`src/rtl/midi_message_parser.sv`:
```
// MIDI channel-voice message parser.
// Turns a stream of received MIDI bytes into complete channel-voice messages,
// tracking running status, ignoring realtime bytes, discarding SysEx payloads
// and optionally dropping messages addressed to other channels.
//
// Byte handshake: byte_valid is a one-cycle strobe and byte_data is sampled
// only in cycles where byte_valid is high; there is no back-pressure, so a
// byte may be presented every cycle. message_valid and parse_error are
// one-cycle pulses; message and message_channel hold their values between
// completions.

package MIDI;
  localparam int CHANNEL_WIDTH = 4;
  localparam int DATA_WIDTH    = 7;

  // Value of bit 7 of a MIDI byte.
  localparam logic STATUS = 1'b1;
  localparam logic DATA   = 1'b0;

  typedef enum logic [3:0] {
    NOTE_OFF         = 4'h8,
    NOTE_ON          = 4'h9,
    POLY_PRESSURE    = 4'hA,
    CONTROL_CHANGE   = 4'hB,
    PROGRAM_CHANGE   = 4'hC,
    CHANNEL_PRESSURE = 4'hD,
    PITCH_BEND       = 4'hE
  } message_type_t;

  typedef struct packed {
    message_type_t         message_type;
    logic [DATA_WIDTH-1:0] data_byte1;
    logic [DATA_WIDTH-1:0] data_byte2;
  } message_t;
endpackage

module midi_message_parser #(
  parameter bit                             CHANNEL_FILTER_EN = 1'b0,
  parameter logic [MIDI::CHANNEL_WIDTH-1:0] CHANNEL           = 4'd0
) (
  input  logic                            clock,
  input  logic                            reset_l,
  input  logic                            byte_valid,
  input  logic [7:0]                      byte_data,
  output logic                            message_valid,
  output MIDI::message_t                  message,
  output logic [MIDI::CHANNEL_WIDTH-1:0]  message_channel,
  output logic                            parse_error,
  output logic [1:0]                      debug_state
);

  typedef enum logic [1:0] {
    IDLE    = 2'd0,
    WAIT_D1 = 2'd1,
    WAIT_D2 = 2'd2,
    SYSEX   = 2'd3
  } state_t;

  state_t                          state, state_next;
  logic [3:0]                      rs_type, rs_type_next;
  logic [MIDI::CHANNEL_WIDTH-1:0]  rs_channel, rs_channel_next;
  logic [MIDI::DATA_WIDTH-1:0]     data1, data1_next;
  // Set while in WAIT_D1 after a new status byte, before any data arrived.
  logic                            fresh, fresh_next;

  logic                            complete;
  logic                            error_next;
  MIDI::message_t                  msg_next;

  logic is_status;
  logic is_realtime;
  logic is_voice;
  logic is_sysex_start;
  logic truncating;
  logic one_byte;
  logic channel_match;

  assign is_status      = (byte_data[7] == MIDI::STATUS);
  assign is_realtime    = (byte_data[7:3] == 5'b11111);
  assign is_voice       = is_status && (byte_data[7:4] != 4'hF);
  assign is_sysex_start = (byte_data == 8'hF0);
  // Any non-realtime status (F0 included) arriving here abandons a message.
  assign truncating     = (state == WAIT_D2) || ((state == WAIT_D1) && fresh);
  assign one_byte       = (rs_type == 4'hC) || (rs_type == 4'hD);
  assign channel_match  = !CHANNEL_FILTER_EN || (rs_channel == CHANNEL);
  assign debug_state    = state;

  // Next-state, running-status and message assembly logic.
  always_comb begin
    state_next      = state;
    rs_type_next    = rs_type;
    rs_channel_next = rs_channel;
    data1_next      = data1;
    fresh_next      = fresh;
    complete        = 1'b0;
    error_next      = 1'b0;
    msg_next        = '0;

    if (byte_valid && !is_realtime) begin
      if (is_voice) begin
        rs_type_next    = byte_data[7:4];
        rs_channel_next = byte_data[3:0];
        state_next      = WAIT_D1;
        fresh_next      = 1'b1;
        error_next      = truncating;
      end else if (is_status) begin
        rs_type_next    = '0;
        rs_channel_next = '0;
        fresh_next      = 1'b0;
        error_next      = truncating;
        state_next      = is_sysex_start ? SYSEX : IDLE;
      end else begin
        case (state)
          WAIT_D1: begin
            fresh_next = 1'b0;
            if (one_byte) begin
              complete            = 1'b1;
              msg_next.data_byte1 = byte_data[6:0];
            end else begin
              data1_next = byte_data[6:0];
              state_next = WAIT_D2;
            end
          end
          WAIT_D2: begin
            complete            = 1'b1;
            msg_next.data_byte1 = data1;
            msg_next.data_byte2 = byte_data[6:0];
            state_next          = WAIT_D1;
          end
          default: ;
        endcase
      end
    end

    // Note-on with zero velocity is reported as note-off.
    msg_next.message_type = ((rs_type == 4'h9) && (msg_next.data_byte2 == '0)) ?
                            MIDI::NOTE_OFF : MIDI::message_type_t'(rs_type);
  end

  // State and running-status registers.
  always_ff @(posedge clock or negedge reset_l) begin
    if (!reset_l) begin
      state      <= IDLE;
      rs_type    <= '0;
      rs_channel <= '0;
      data1      <= '0;
      fresh      <= 1'b0;
    end else begin
      state      <= state_next;
      rs_type    <= rs_type_next;
      rs_channel <= rs_channel_next;
      data1      <= data1_next;
      fresh      <= fresh_next;
    end
  end

  // Registered outputs: pulses plus held message of the last accepted completion.
  always_ff @(posedge clock or negedge reset_l) begin
    if (!reset_l) begin
      message_valid   <= 1'b0;
      parse_error     <= 1'b0;
      message         <= '0;
      message_channel <= '0;
    end else begin
      message_valid <= complete && channel_match;
      parse_error   <= error_next;
      if (complete && channel_match) begin
        message         <= msg_next;
        message_channel <= rs_channel;
      end
    end
  end

endmodule

```
`config.mk`:
```
export PLATFORM = sky130hd
export DESIGN_NAME = midi_message_parser
export DESIGN_NICKNAME = d
export VERILOG_FILES = /design/src/rtl/midi_message_parser.sv
export SDC_FILE = /design/constraint.sdc
export NUM_CORES = 1
export LEC_CHECK = 0
export CAP_MARGIN = 20
export CORE_MARGIN = 2
export CORE_UTILIZATION = 35
export DETAILED_ROUTE_END_ITERATION = 8
export GPL_TIMING_DRIVEN = 0
export HOLD_SLACK_MARGIN = 0.02
export PLACE_DENSITY = 0.57
export SYNTH_ARGS = -nofsm -noshare
export SYNTH_HDL_FRONTEND = slang
export SYNTH_SLANG_ARGS = --single-unit
```
`constraint.sdc`:
```
create_clock -name clock -period 1.9 [get_ports clock]
set_input_delay 0.285 -clock clock [delete_from_list [all_inputs] [get_ports clock]]
set_output_delay 0.285 -clock clock [all_outputs]
set_load 0.005 [all_outputs]
```
==> key figures <==
Yosys
  • Number of enable flip-flop cells after synthesis: 0
  • Post-synthesis cell type count: 33
  • Synth top area cells: dfrtp_1 (58%), mux2_2 (9.4%), nand2_1 (4.8%), o21ai_0 (4.7%), a22oi_1 (2.9%)
  • Post-synthesis async set-or-reset flop share: 1.00
  • Share of the synthesized area in the top cell type: 0.584
  • Mapped Area: 0.00180 mm²
  • Post-synthesis average cell area: 11.9 µm²
  • Warnings, synthesis: 0
  • Top_reg_cell synth: dfrtp_1
  • Register bit total from synthesis: between 40 and 50
  • Count leader, synth: dfrtp_1
  • Post-Syn Instances: 151
  • Syn Nets: 164
  • Biggest area consumer among synthesized cells: dfrtp_1
  • Sequential-to-total area share from yosys stat: 0.584
  • Post-synth top cells: dfrtp_1 (42), nand2_1 (23), o21ai_0 (17), mux2_2 (15), a22oi_1 (7)

Drt
  • DRT Wirelength: 4230 µm
  • DR WL/cell: roughly 16 µm
  • Post-route ant nets: 0
  • Vias post-DR: around 1300
  • Initial DRC count: 74
  • DRC: 0
  • Vias per inst: 5.00
  • Router iterations before antenna repair: 4

Global route
  • Grt ovf: 0
  • Largest net degree at the start of global routing: 42
  • Initial antenna violation count: 0
  • Global-route wire length before repair: around 6700 µm
  • Number of global-route vias before repair: 1287
  • GRT Overall Usage: 0.164

Timing
  • Pins over their slew limit: 0
  • Fin. Hold Viols: 0
  • Tmin final: between 1.5 and 2 ns
  • Fin crit share: 0.952
  • Highest clock rate: 553 MHz
  • Hold_ws: 0.262 ns
  • Setup tns final: 0 ns
  • Final setup viols: 0
  • Worst slew pin tran: 0.516 ns
  • Clock skew: 0.00525 ns
  • Max_slew headroom: 0.655

CTS
  • Sink Count: 42
  • CTS tree: done
  • Clock Path Buffers: 2
  • Inserted Clock Buffers: 5
  • Clk root buf: clkbuf_8
  • Clock slew at reported path FFs: 0.08 ns
  • H-tree lvl count: 2
  • Clk_lat worst skew: ~0.30 ns

Cells and area
  • Final Core Density: 0.480
  • Nets: 210
  • Area grow syn2layout: 34.4%
  • Diode count: 0
  • Layout cell share with drive strength beyond 1: 0.222

Worst setup path
  • Crit Path Max Fanout: 9
  • Worst Setup SP: debug_state[1]$_DFFE_PN0P_
  • Worst setup slack for register-to-register paths: 0.09 ns
  • Req. time, crit path: 2.08 ns
  • Worst R2R End: debug_state[0]$_DFFE_PN0P_
  • Crit path DAT: between 1.5 and 2 ns
  • R2r worst-path depth: 7
  • Critical path class: flip-flop to flip-flop
  • Startpoint types: flip-flop
  • Critical Path End: debug_state[0]$_DFFE_PN0P_
  • RR Startpoint: debug_state[1]$_DFFE_PN0P_
  • CP Capture Type: flip-flop

Power
  • VDD IR max: between 0.0005 and 0.0006 V
  • Sequential Power Share: 0.423
  • Leak: 0.00105 µW
  • Pint: 2300 µW
  • Logic pwr share: 0.361
  • Psw: 923 µW
  • Sw Ratio: 0.286
  • Pwr Density: approximately 1300 mW/mm²
  • Clock network power share: 0.215

Die
  • Die Y-Extent: 75.7 µm
  • I/O pins: 37
  • Core Area: about 0.0050 mm²
  • Initial Util: 0.357
  • Die Wd: 75.7 µm
  • # rows: 26
  • Die area: 0.00573 mm²

Placement
  • Port Buffer Count: 35
  • Detail Placement HPWL: 2890 µm
  • Gpl congestion: 0.820

Outcome
  • Status: finished, final reports clean

Flow run
  • Max_cap viols: 0

Min path
  • Min-delay worst type: input pin to flip-flop
[per-stage QoR]
step	power, µW	instances	area [µm²]	setup WS (ns)
global placement	2430	256	2240	-0.487
global route	3440	268	2420	-0.00826
floorplan	1870	151	1800	0.0671
detailed placement	2490	257	2250	-0.393
finish	3230	268	2420	0.0915
CTS	3220	267	2400	0.0133
[per-layer routing]
layer | vias to the layer above | GRT usage | wire (µm) | part of all wire
met1 | 678 | 0.219 | 1890 | 0.45
met5 | - | 0 | 0 | 0
li1 | 636 | - | - | -
met2 | 21 | 0.257 | 2160 | 0.51
met3 | 6 | 0.0397 | 118 | 0.028
met4 | 0 | 0.0643 | 67 | 0.016
[worst max-delay path, stage by stage (launching register included)]
cell      delay [ns]
dfrtp_1         0.40
inv_1           0.08
ha_2            0.21
and4b_1         0.22
buf_6           0.15
nor3b_1         0.06
a21boi_1        0.20
mux2_2          0.36
[timing repair]
| action | CTS | global route |
|---|---|---|
| endpoints found under the hold margin | 42 | 0 |
| gates resized for setup | 11 | 7 |
| setup buffers | 0 | 2 |
| pin swaps | 0 | 2 |
| hold buffers | 1 | 0 |
| setup endpoints to repair | 24 | 23 |
| gates cloned | 1 | 0 |
[cells by family (layout without fill, tap and decap cells)]
family	Yosys count	after routing	share of synthesized area
buffers and inverters	13	60	0.0473
flip-flops	42	42	0.584
AND/OR/NAND/NOR	38	38	0.109
adder cells (fa/ha/maj)	2	2	0.0139
multiplexers	16	16	0.0994
AO/OA/AOI/OAI	40	40	0.146
[state kept, by name, indices dropped and copies added (netlist names)]
| register | cells |
|---|---|
| message | 18 |
| data1 | 7 |
| message_channel | 4 |
| rs_channel | 4 |
| rs_type | 4 |
| debug_state | 2 |
| fresh | 1 |
| message_valid | 1 |
| parse_error | 1 |
[cells in the final DEF, fill, tap and decap left out, types with 2 or more instances in the layout]
master	instances
dfrtp_1	42
clkbuf_8	7
a21oi_1	3
inv_1	4
dlygate4sd2_1	2
clkdlybuf4s50_1	31
buf_6	2
nand2_1	23
nor2_1	3
mux2_2	15
and4b_1	2
a22o_1	6
a22oi_1	7
ha_2	2
clkinv_2	2
buf_4	5
o21ai_0	16
[worst min path at each step]
stage                                 start                endpoint  slack, ns  cells past startpoint
after floorplan                     reset_l    data1[0]$_DFFE_PN0P_      -0.01                      0
after global placement    fresh$_DFFE_PN0P_       fresh$_DFFE_PN0P_       0.46                      1
after detailed placement            reset_l   parse_error$_DFF_PN0_       0.09                      1
after CTS                      byte_data[3]  message[3]$_DFFE_PN0P_       0.25                      3
after global routing           byte_data[3]    data1[3]$_DFFE_PN0P_       0.27                      2
final                          byte_data[3]  message[3]$_DFFE_PN0P_       0.26                      3
[power by group through the flow]
stage | clock network (µW) | logic (µW) | registers (µW)
finish | 695 | 1170 | 1370
CTS | 713 | 1130 | 1370
detailed placement | 0 | 1100 | 1390
floorplan | 0 | 497 | 1380
global route | 756 | 1280 | 1400
global placement | 0 | 1060 | 1370
[layout make-up]
| cell class | instances | area, µm² |
|---|---|---|
| Fill cell | 466 | 2620 |
| Timing Repair Buffer | 40 | 398 |
| Clock buffer | 5 | 68.8 |
| Buffer | 8 | 73.8 |
| Clock inverter | 3 | 40.0 |
| Inverter | 4 | 15.0 |
| Sequential cell | 42 | 1050 |
| Multi-Input combinational cell | 96 | 684 |
| Tap cell | 70 | 87.6 |
Power figures use the tool's default switching activity.
